===== config.mk =====
export PLATFORM = sky130hd
export DESIGN_NAME = hack_mul_seq_flat
export DESIGN_NICKNAME = d
export VERILOG_FILES = /design/src/rtl/hack_mul_seq_pkg.sv /design/src/rtl/hack_mul_seq_if.sv /design/src/rtl/hack_mul_seq_alu.sv /design/src/rtl/hack_mul_seq.sv /design/src/flat_wrapper.sv
export SDC_FILE = /design/constraint.sdc
export NUM_CORES = 1
export LEC_CHECK = 0
export CAP_MARGIN = 20
export CORE_MARGIN = 2
export CORE_UTILIZATION = 50
export DETAILED_ROUTE_END_ITERATION = 6
export HOLD_SLACK_MARGIN = 0.06
export MAX_ROUTING_LAYER = met4
export PLACE_DENSITY = 0.77
export SETUP_SLACK_MARGIN = 0.2
export SYNTH_ARGS = -nofsm -noshare
export SYNTH_HDL_FRONTEND = slang
export SYNTH_SLANG_ARGS = --single-unit
export TNS_END_PERCENT = 50

===== constraint.sdc =====
create_clock -name clk -period 2.9 [get_ports clk]
set_clock_uncertainty 0.1 [all_clocks]
set_input_delay 0.58 -clock clk [delete_from_list [all_inputs] [get_ports clk]]
set_output_delay 0.58 -clock clk [all_outputs]
set_load 0.005 [all_outputs]

===== src/rtl/hack_mul_seq_pkg.sv =====
// Shared types and ALU control codes for the sequential Hack multiplier.
// The ALU is driven purely through the six Hack control bits below.
package hack_mul_seq_pkg;

  typedef enum logic [1:0] {
    ST_IDLE = 2'd0,
    ST_ADD  = 2'd1,
    ST_DBL  = 2'd2,
    ST_DONE = 2'd3
  } state_t;

  typedef struct packed {
    logic zx;
    logic nx;
    logic zy;
    logic ny;
    logic f;
    logic no;
  } alu_ctl_t;

  localparam alu_ctl_t ALU_ZERO = 6'b101010;
  localparam alu_ctl_t ALU_ADD  = 6'b000010;
  localparam alu_ctl_t ALU_X    = 6'b001100;
  localparam alu_ctl_t ALU_Y    = 6'b110000;

endpackage


===== src/rtl/hack_mul_seq_if.sv =====
// Request/response bundle for the sequential multiplier.
// The master issues start/a/b; the slave (the multiplier) returns status and result.
interface hack_mul_seq_if #(
  parameter int WIDTH = 16
);
  logic             start;
  logic [WIDTH-1:0] a;
  logic [WIDTH-1:0] b;
  logic             busy;
  logic             done;
  logic [WIDTH-1:0] product;
  logic             zr;
  logic             ng;

  modport master (
    output start, a, b,
    input  busy, done, product, zr, ng
  );

  modport slave (
    input  start, a, b,
    output busy, done, product, zr, ng
  );
endinterface


===== src/rtl/hack_mul_seq_alu.sv =====
// Combinational Hack ALU: optional zero/negate on each operand, add or AND,
// optional negate of the result, plus zero/negative flags.
module hack_mul_seq_alu #(
  parameter int WIDTH = 16
) (
  input  logic [WIDTH-1:0] x,
  input  logic [WIDTH-1:0] y,
  input  logic             zx,
  input  logic             nx,
  input  logic             zy,
  input  logic             ny,
  input  logic             f,
  input  logic             no,
  output logic             zr,
  output logic             ng,
  output logic [WIDTH-1:0] out
);
  logic [WIDTH-1:0] w_x0, w_x1, w_y0, w_y1, w_fn;

  always_comb begin
    w_x0 = zx ? '0 : x;
    w_x1 = nx ? ~w_x0 : w_x0;
    w_y0 = zy ? '0 : y;
    w_y1 = ny ? ~w_y0 : w_y0;
    w_fn = f ? (w_x1 + w_y1) : (w_x1 & w_y1);
    out  = no ? ~w_fn : w_fn;
    zr   = (out == '0);
    ng   = out[WIDTH-1];
  end
endmodule


===== src/rtl/hack_mul_seq.sv =====
// Shift-and-add multiplier that time-shares one Hack ALU: ADD steps accumulate,
// DBL steps double the multiplicand, the controller shifts the multiplier.
module hack_mul_seq
  import hack_mul_seq_pkg::*;
#(
  parameter int WIDTH      = 16,
  parameter int EARLY_EXIT = 1
) (
  input  logic         clk,
  input  logic         rst_n,
  hack_mul_seq_if.slave bus
);
  localparam int CNT_W = $clog2(WIDTH) + 1;

  state_t             r_state, w_state_nxt;
  logic [WIDTH-1:0]   r_acc, r_mcand, r_mplier;
  logic [CNT_W-1:0]   r_cnt;
  logic               r_busy, r_done, r_zr, r_ng;
  logic [WIDTH-1:0]   r_product;

  alu_ctl_t           w_alu_ctl;
  logic [WIDTH-1:0]   w_alu_x, w_alu_y, w_alu_out;
  logic               w_unused_zr, w_unused_ng;
  logic               w_accept, w_last, w_finish;

  hack_mul_seq_alu #(.WIDTH(WIDTH)) u_alu (
    .x   (w_alu_x),
    .y   (w_alu_y),
    .zx  (w_alu_ctl.zx),
    .nx  (w_alu_ctl.nx),
    .zy  (w_alu_ctl.zy),
    .ny  (w_alu_ctl.ny),
    .f   (w_alu_ctl.f),
    .no  (w_alu_ctl.no),
    .zr  (w_unused_zr),
    .ng  (w_unused_ng),
    .out (w_alu_out)
  );

  // State register
  always_ff @(posedge clk) begin
    if (!rst_n) r_state <= ST_IDLE;
    else        r_state <= w_state_nxt;
  end

  // Last iteration: counter exhausted, or no multiplier bits remain after this shift
  always_comb begin
    w_last = (r_cnt == CNT_W'(WIDTH - 1)) ||
             ((EARLY_EXIT != 0) && ((r_mplier >> 1) == '0));
  end

  // Next-state logic
  always_comb begin
    w_state_nxt = r_state;
    case (r_state)
      ST_IDLE: if (bus.start) w_state_nxt = ST_ADD;
      ST_ADD:  w_state_nxt = ST_DBL;
      ST_DBL:  w_state_nxt = w_last ? ST_DONE : ST_ADD;
      ST_DONE: w_state_nxt = ST_IDLE;
      default: w_state_nxt = ST_IDLE;
    endcase
  end

  // Output / ALU steering logic
  always_comb begin
    w_alu_ctl = ALU_ZERO;
    w_alu_x   = r_acc;
    w_alu_y   = r_mcand;
    w_accept  = 1'b0;
    w_finish  = 1'b0;
    case (r_state)
      ST_IDLE: w_accept = bus.start;
      ST_ADD:  w_alu_ctl = ALU_ADD;
      ST_DBL: begin
        w_alu_ctl = ALU_ADD;
        w_alu_x   = r_mcand;
        w_finish  = w_last;
      end
      default: w_alu_ctl = ALU_ZERO;
    endcase
  end

  // Datapath registers
  always_ff @(posedge clk) begin
    if (!rst_n) begin
      r_acc    <= '0;
      r_mcand  <= '0;
      r_mplier <= '0;
      r_cnt    <= '0;
    end else begin
      if (w_accept) begin
        r_acc    <= '0;
        r_mcand  <= bus.a;
        r_mplier <= bus.b;
        r_cnt    <= '0;
      end
      if (r_state == ST_ADD && r_mplier[0]) r_acc <= w_alu_out;
      if (r_state == ST_DBL) begin
        r_mcand  <= w_alu_out;
        r_mplier <= r_mplier >> 1;
        r_cnt    <= r_cnt + 1'b1;
      end
    end
  end

  // Result is final once the last DBL completes, so publish it on entry to DONE
  always_ff @(posedge clk) begin
    if (!rst_n) begin
      r_busy    <= 1'b0;
      r_done    <= 1'b0;
      r_product <= '0;
      r_zr      <= 1'b1;
      r_ng      <= 1'b0;
    end else begin
      r_busy <= (w_state_nxt != ST_IDLE);
      r_done <= w_finish;
      if (w_finish) begin
        r_product <= r_acc;
        r_zr      <= (r_acc == '0);
        r_ng      <= r_acc[WIDTH-1];
      end
    end
  end

  assign bus.busy    = r_busy;
  assign bus.done    = r_done;
  assign bus.product = r_product;
  assign bus.zr      = r_zr;
  assign bus.ng      = r_ng;
endmodule

===== src/flat_wrapper.sv =====
// flat-port wrapper written by rule: the top's interface ports become plain ports
module hack_mul_seq_flat import hack_mul_seq_pkg::*;
#(
  parameter int WIDTH      = 16,
  parameter int EARLY_EXIT = 1
)
  (clk, rst_n, bus_start, bus_a, bus_b, bus_busy, bus_done, bus_product, bus_zr, bus_ng);
  hack_mul_seq_if #(.WIDTH(WIDTH)) bus_i ();
  input  logic clk;
  input  logic rst_n;
  input wire logic [$bits(bus_i.start)-1:0] bus_start;
  input wire logic [$bits(bus_i.a)-1:0] bus_a;
  input wire logic [$bits(bus_i.b)-1:0] bus_b;
  output wire logic [$bits(bus_i.busy)-1:0] bus_busy;
  output wire logic [$bits(bus_i.done)-1:0] bus_done;
  output wire logic [$bits(bus_i.product)-1:0] bus_product;
  output wire logic [$bits(bus_i.zr)-1:0] bus_zr;
  output wire logic [$bits(bus_i.ng)-1:0] bus_ng;
  assign bus_i.start = bus_start;
  assign bus_i.a = bus_a;
  assign bus_i.b = bus_b;
  assign bus_busy = bus_i.busy;
  assign bus_done = bus_i.done;
  assign bus_product = bus_i.product;
  assign bus_zr = bus_i.zr;
  assign bus_ng = bus_i.ng;
  hack_mul_seq #(.WIDTH(WIDTH), .EARLY_EXIT(EARLY_EXIT)) u_core (.clk(clk), .rst_n(rst_n), .bus(bus_i));
endmodule

After elaboration in Yosys (flattened, before gate mapping)
Cells that the tools add are included.
W data, S select, Z words.
Word-level totals
  flip-flop bits (word level): 75
  output and inout bits: 20
  input port bits: 35
Operators by class
  multiplexer cells: 21
  equality and inequality tests: 4
  bitwise logic cells: 5
  add/sub/neg operators: 2
  reductions and logical operators: 10
Operators by type and width (count)
  $mux W16: 11
  $not A16 Y16: 3
  $logic_not A16 Y1: 2
  $mux W15: 2
  $add A16 B16 Y16: 1
  $and A16 B16 Y16: 1
  $mux W5: 2
  $pmux W2 S4: 1
  $mux W6: 1
  $reduce_bool A2 Y1: 3
  $add A5 B1 Y5 const B: 1
  $eq A5 B4 Y1 const B: 1
  $eq A2 B2 Y1 const B: 2
  $mux W2: 2
  $reduce_or A2 Y1: 2
  $eq A2 B1 Y1 const B: 1
  $logic_not A2 Y1: 1
  $mux W1: 2
  $logic_and A1 B1 Y1: 1
  $logic_or A1 B1 Y1: 1
  $not A1 Y1: 1

Longest topological paths before layout
  word-level depth: 11
  gate-level depth with buffers: 16

Modules after synthesis
A second synthesis with hierarchy kept.
Second synthesis, totals
  cells, all modules: 637
  area total of the unflattened synthesis: 5266.3 µm²
By module, submodules not included
  hack_mul_seq: instances 1, cells an instance 391, area an instance 3400.8 µm²
  hack_mul_seq_alu: instances 1, cells an instance 246, area an instance 1865.5 µm²

Worst setup path after synthesis
No wires, ideal clock.
  path type: register to register
  start: register u_core.r_state[0]
  end: register u_core.r_acc[14]
  arrival time: 2.969 ns
  setup time: 0.117 ns
  setup slack: -0.287 ns
  cell stages (with the launch flop): 16
  path buffers: 2
  path through: dfxtp_1 > inv_1 > ha_1 > clkbuf_1 > buf_2 > mux2i_1 > nor2b_1 > ha_1 > fa_1 > a21o_1 > a21oi_1 > o21a_1 > o21a_1 > o21ai_0 > xor2_1 > a32o_1
Between the ends
  longest elaborated chain between the ends: 11
Ends and longest elaborated chain
  start, declared: RTL line hack_mul_seq.sv:15  | state_t r_state, w_state_nxt;
  start signal, assigned: RTL line hack_mul_seq.sv:43  | else r_state <= w_state_nxt;
  $eq A2 B2 Y1 or $eq A2 B1 Y1 (tied branches): RTL line hack_mul_seq.sv:71, hack_mul_seq.sv:97
  $reduce_or A2 Y1 (no line)
  $mux W6: RTL line hack_mul_seq.sv:71  | case (r_state)
  $mux W16, on equally long branches: RTL line hack_mul_seq_alu.sv:21, hack_mul_seq_alu.sv:23
  $not A16 Y16, on equally long branches: RTL line hack_mul_seq_alu.sv:22, hack_mul_seq_alu.sv:24
  $mux W16, on equally long branches: RTL line hack_mul_seq_alu.sv:22, hack_mul_seq_alu.sv:24
  $add A16 B16 Y16 or $and A16 B16 Y16 (tied branches): RTL line hack_mul_seq_alu.sv:25  | w_fn = f ? (w_x1 + w_y1) : (w_x1 & w_y1);
  $mux W16: RTL line hack_mul_seq_alu.sv:25
  $not A16 Y16: RTL line hack_mul_seq_alu.sv:26  | out = no ? ~w_fn : w_fn;
  $mux W16: RTL line hack_mul_seq_alu.sv:26
  $mux W16: RTL line hack_mul_seq.sv:97  | if (r_state == ST_ADD && r_mplier[0]) r_acc <= w_alu_out;
  end signal, assigned: RTL line hack_mul_seq.sv:97
  end, declared: RTL line hack_mul_seq.sv:16  | logic [WIDTH-1:0] r_acc, r_mcand, r_mplier;
Parallel ways exist; a longest one is shown, timed or not.
A chain may end at the register's enable or synchronous reset.

Worst setup path in the final report
  start: register u_core.r_state[0]
  end: register u_core.r_acc[15]
The elaborated chain is that of the path after synthesis.

==> results by group <==
Run status
  • Outcome: finished, violations left
  • Violated checks: setup timing

Synthesis
  • Library cells used by synthesis: 47
  • Synth area leaders: sky130_fd_sc_hd__dfxtp_1 (37%), sky130_fd_sc_hd__mux2i_1 (8.5%), sky130_fd_sc_hd__ha_1 (6.5%)
  • Number of instances in the synthesized netlist: 478
  • Netlist area before placement: 4020 sq um
  • Number of flops mapped to enable cells by yosys: 0
  • Yosys top cell area share: 36.8%
  • Number of register bits inferred by synthesis: 74
  • Yosys top cell by area: sky130_fd_sc_hd__dfxtp_1
  • Post-synthesis sequential area ratio: 36.8%
  • Proportion of synthesized flip-flops having asynchronous set or reset: 0%
  • Mean instance size in the synthesized netlist: 8.42 sq um
  • Dominant synthesized flop cell: sky130_fd_sc_hd__dfxtp_1
  • Number of warnings issued by yosys: 0
  • Mapped Nets: 535

Timing
  • Transition time at the pin with the least slew margin: 709 ps
  • Max transition margin: 52.6%
  • Post-route setup slack: -18.9 ps
  • Number of hold violations in the final report: 0
  • Final worst hold slack: 386 ps
  • Final count of negative-setup-slack endpoints: 2
  • Post-route clock period utilization: 101%
  • RSZ-0062 raised after global routing: yes
  • Peak clock frequency supported by timing: 343 MHz
  • Time the worst path needs with I/O delays and setup: 2920 ps
  • Sum of negative setup slack: -35.9 ps
  • Max-slew violation count: 0

Cells and area
  • Antenna Diode Count: 0
  • Fill cell instance count of the final layout: 596
  • Share of cells above drive strength 1: 18.8%
  • Post-layout instance count excluding filler cells: 666
  • Final instance area: 5360 sq um
  • Layout overhead on the synthesized area: 33.3%
  • Layout net count: 617

Detailed routing
  • Initial DRC Count: 174
  • DRC: 0
  • Detailed-route wire length: 11100 um
  • Vias: 3903
  • Count of TritonRoute iterations in the first routing pass: 5
  • Ratio of routed vias to standard cells: 5.86
  • Final antenna-violating net count: 0
  • Final routed wire length divided by cell count: 16.6 um

Worst setup path
  • Data required time of the worst path: 3040 ps
  • Worst path bufs/invs: 2
  • Crit-path most repeated cell: sky130_fd_sc_hd__a21oi_2
  • Reg2Reg Launch Point: u_core.r_state[0]
  • Crit path arrival time: 3060 ps
  • Ordered list of cells on the worst path: inv_4, ha_4, buf_4, mux2i_2, nor2b_1, ha_1, a21o_1, a21oi_2, a21oi_2, a221o_1, a21oi_2, o21a_2, xnor2_2, o21ai_1
  • Delay contributed by the slowest stage of the critical path: 350 ps
  • Highest fanout seen on the critical path: 6
  • Crit start category: register
  • Worst-case register-to-register setup slack: -20 ps
  • Worst Reg2Reg Path Length in Cells: 14
  • CP Capture Type: register
  • Critical register-to-register path endpoint: u_core.r_acc[15]
  • Category of cells accounting for the largest share of critical-path delay: compound AO/OA/AOI/OAI gates
  • Worst Setup Path Type: register to register
  • Slowest stage cell on the critical path: sky130_fd_sc_hd__a221o_1

Clock tree
  • Count of H-tree levels built during CTS: 3
  • Clock latency reported for the late side of the worst-skew pair: 360 ps
  • Clock tree from TritonCTS: done
  • Clock buffer count from CTS: 9
  • Clock-pin transition on the worst setup and hold timing paths: 80 ps
  • Buffer cell driving the clock tree root: sky130_fd_sc_hd__clkbuf_8
  • Clock tree sinks: 74
  • Max Buffers Root-to-Sink: 2

Global routing
  • Number of global-route vias before repair: 3611
  • Global Route Usage Sum: 25.3%
  • Pin count of the biggest net entering global routing: 45
  • Number of antenna violations at the first check in global routing: 0
  • Total overflow reported by the global router: 0
  • Global-route wire length before repair: 17000 um

Job
  • Number of max-cap violations: 0

Floorplan
  • FP Rows: 32
  • Die Outline Area: 8780 sq um
  • Floorplan Core Area: 7770 sq um
  • Initial Utilization: 51.8%
  • Die Height: 93.7 um
  • I/O pins: 55
  • Horizontal extent of the die: 93.7 um

Placement
  • Number of cells after detailed placement: 620
  • Placed wire-length estimate: 7010 um
  • Port-buffer cells: 54
  • Final estimated routing congestion in global placement: 0.904
  • Cell area reported after detailed placement: 4750 sq um

Min path
  • Count of cells along the worst hold path: 2
  • Endpoint with the worst hold slack: u_core.r_mplier[0]
  • Worst hold path class: register to register
  • Hold Crit Start: u_core.r_mplier[0]

Power and ir drop
  • Largest voltage drop on the vdd net: 0.394 mV
  • Leakage dissipation: 0.00212 uW
  • P per Cell Area: 751 nW/um^2
-- per-stage QoR --
stage          power, uW  setup slack, ps  utilization [%]
2_1_floorplan       2440             82.5                -
3_3_place_gp        2790              107             61.1
3_5_place_dp        2850             41.3             61.1
4_1_cts             3880              117             66.5
5_1_grt             4250             -155             69.0
6_report            4030            -18.9             69.0
-- metal layers --
metal | track usage, % | wire, um
met5 | - | 0
met4 | 11.1 | 478
met3 | 4.90 | 551
met2 | 41.0 | 5420
met1 | 30.7 | 4620
-- timing repair --
action	4_1_cts	5_1_grt
buffers inserted	19	11
resized for setup	15	23
gates cloned	1	0
pin swaps	13	25
endpoints found under the setup margin	15	20
hold buffers	0	0
-- cell usage after synthesis (all sizes together) (3+ instances only) --
| master | instances |
|---|---|
| nor4 | 7 |
| xnor2 | 5 |
| mux2 | 5 |
| and2 | 18 |
| o21ai | 22 |
| inv | 7 |
| a22oi | 6 |
| nor2 | 54 |
| dfxtp | 74 |
| nand2 | 66 |
| clkbuf | 19 |
| o211ai | 3 |
| nand3 | 3 |
| buf | 10 |
| nor2b | 15 |
| a21oi | 31 |
| a311oi | 18 |
| ha | 21 |
| nor3 | 5 |
| and3 | 4 |
| a211oi | 5 |
| o21a | 5 |
| mux2i | 34 |
| xor2 | 10 |
| a21o | 9 |
| nand4 | 4 |
-- cell usage in the layout (no fill, tap or decap), types with 3 or more instances in the layout --
cell,instances
sky130_fd_sc_hd__and3_1,3
sky130_fd_sc_hd__buf_4,38
sky130_fd_sc_hd__nand3_1,3
sky130_fd_sc_hd__mux2_2,5
sky130_fd_sc_hd__a21oi_2,7
sky130_fd_sc_hd__a22oi_1,6
sky130_fd_sc_hd__clkbuf_8,10
sky130_fd_sc_hd__o21ai_0,17
sky130_fd_sc_hd__a211oi_1,4
sky130_fd_sc_hd__xor2_1,8
sky130_fd_sc_hd__buf_6,4
sky130_fd_sc_hd__a21o_1,9
sky130_fd_sc_hd__a21oi_1,24
sky130_fd_sc_hd__a311oi_1,18
sky130_fd_sc_hd__nor2b_1,13
sky130_fd_sc_hd__o21ai_1,3
sky130_fd_sc_hd__inv_1,3
sky130_fd_sc_hd__o211ai_1,3
sky130_fd_sc_hd__xnor2_1,3
sky130_fd_sc_hd__clkdlybuf4s50_1,54
sky130_fd_sc_hd__nand4_1,4
sky130_fd_sc_hd__and2_1,16
sky130_fd_sc_hd__ha_4,4
sky130_fd_sc_hd__ha_1,14
sky130_fd_sc_hd__mux2i_1,32
sky130_fd_sc_hd__nand2_1,66
sky130_fd_sc_hd__dfxtp_1,72
sky130_fd_sc_hd__nor2_1,53
sky130_fd_sc_hd__nor3_1,4
sky130_fd_sc_hd__o21a_1,4
sky130_fd_sc_hd__ha_2,3
sky130_fd_sc_hd__nor4_1,7
-- power by group --
part           total, uW  internal, uW  switching (uW)
sequential          1370          1210             157
combinational       1860           886             970
clock                802           413             390
-- state kept, by name, indices dropped and copies added, names as in the netlist --
signal and cells:
u_core.r_mcand 16, u_core.r_state 2, u_core.r_cnt 5, u_core.r_mplier 16
u_core.r_acc 16, u_core.bus.busy 1, u_core.bus.done 1, u_core.bus.zr 1
u_core.bus.product 16
-- layout make-up --
cell class / instances / area, sq um / share of cell area [%]
clock inverter: 5 / 55.1 / 1.03
clock buffer: 10 / 138 / 2.57
timing repair buffer: 100 / 958 / 17.9
multi-input combinational: 368 / 2560 / 47.8
tap: 102 / 128 / 2.38
sequential: 74 / 1490 / 27.7
inverter: 7 / 31.3 / 0.583
-- worst min-delay path: stages (launching register included) --
cell,delay (ps)
sky130_fd_sc_hd__dfxtp_1,310
sky130_fd_sc_hd__nand2_1,50
sky130_fd_sc_hd__a311oi_1,80
-- worst max-delay path by stage --
| stage | startpoint | end | slack (ps) | depth (start not counted) |
|---|---|---|---|---|
| floorplan | u_core.r_state[0] | u_core.r_acc[14] | 80 | 15 |
| global placement | u_core.r_state[1] | u_core.r_acc[14] | 110 | 12 |
| detailed placement | u_core.r_state[1] | u_core.r_acc[14] | 40 | 12 |
| CTS | u_core.r_state[0] | u_core.r_acc[10] | 120 | 13 |
| global route | u_core.r_state[0] | u_core.r_acc[12] | -160 | 14 |
| finish | u_core.r_state[0] | u_core.r_acc[15] | -20 | 14 |
-- cells by family (layout without fill, tap and decap cells) --
group,after synthesis,count (layout),synth area share [%]
AND/OR/NAND/NOR,181,181,20.8
flip-flops,74,74,36.8
multiplexers,39,39,9.86
AO/OA/AOI/OAI,111,111,18.5
XOR/XNOR,15,15,3.27
adder cells (fa/ha/maj),22,22,7.03
buffers and inverters,36,122,3.67
Note: power is estimated with default switching activity, not from simulation.
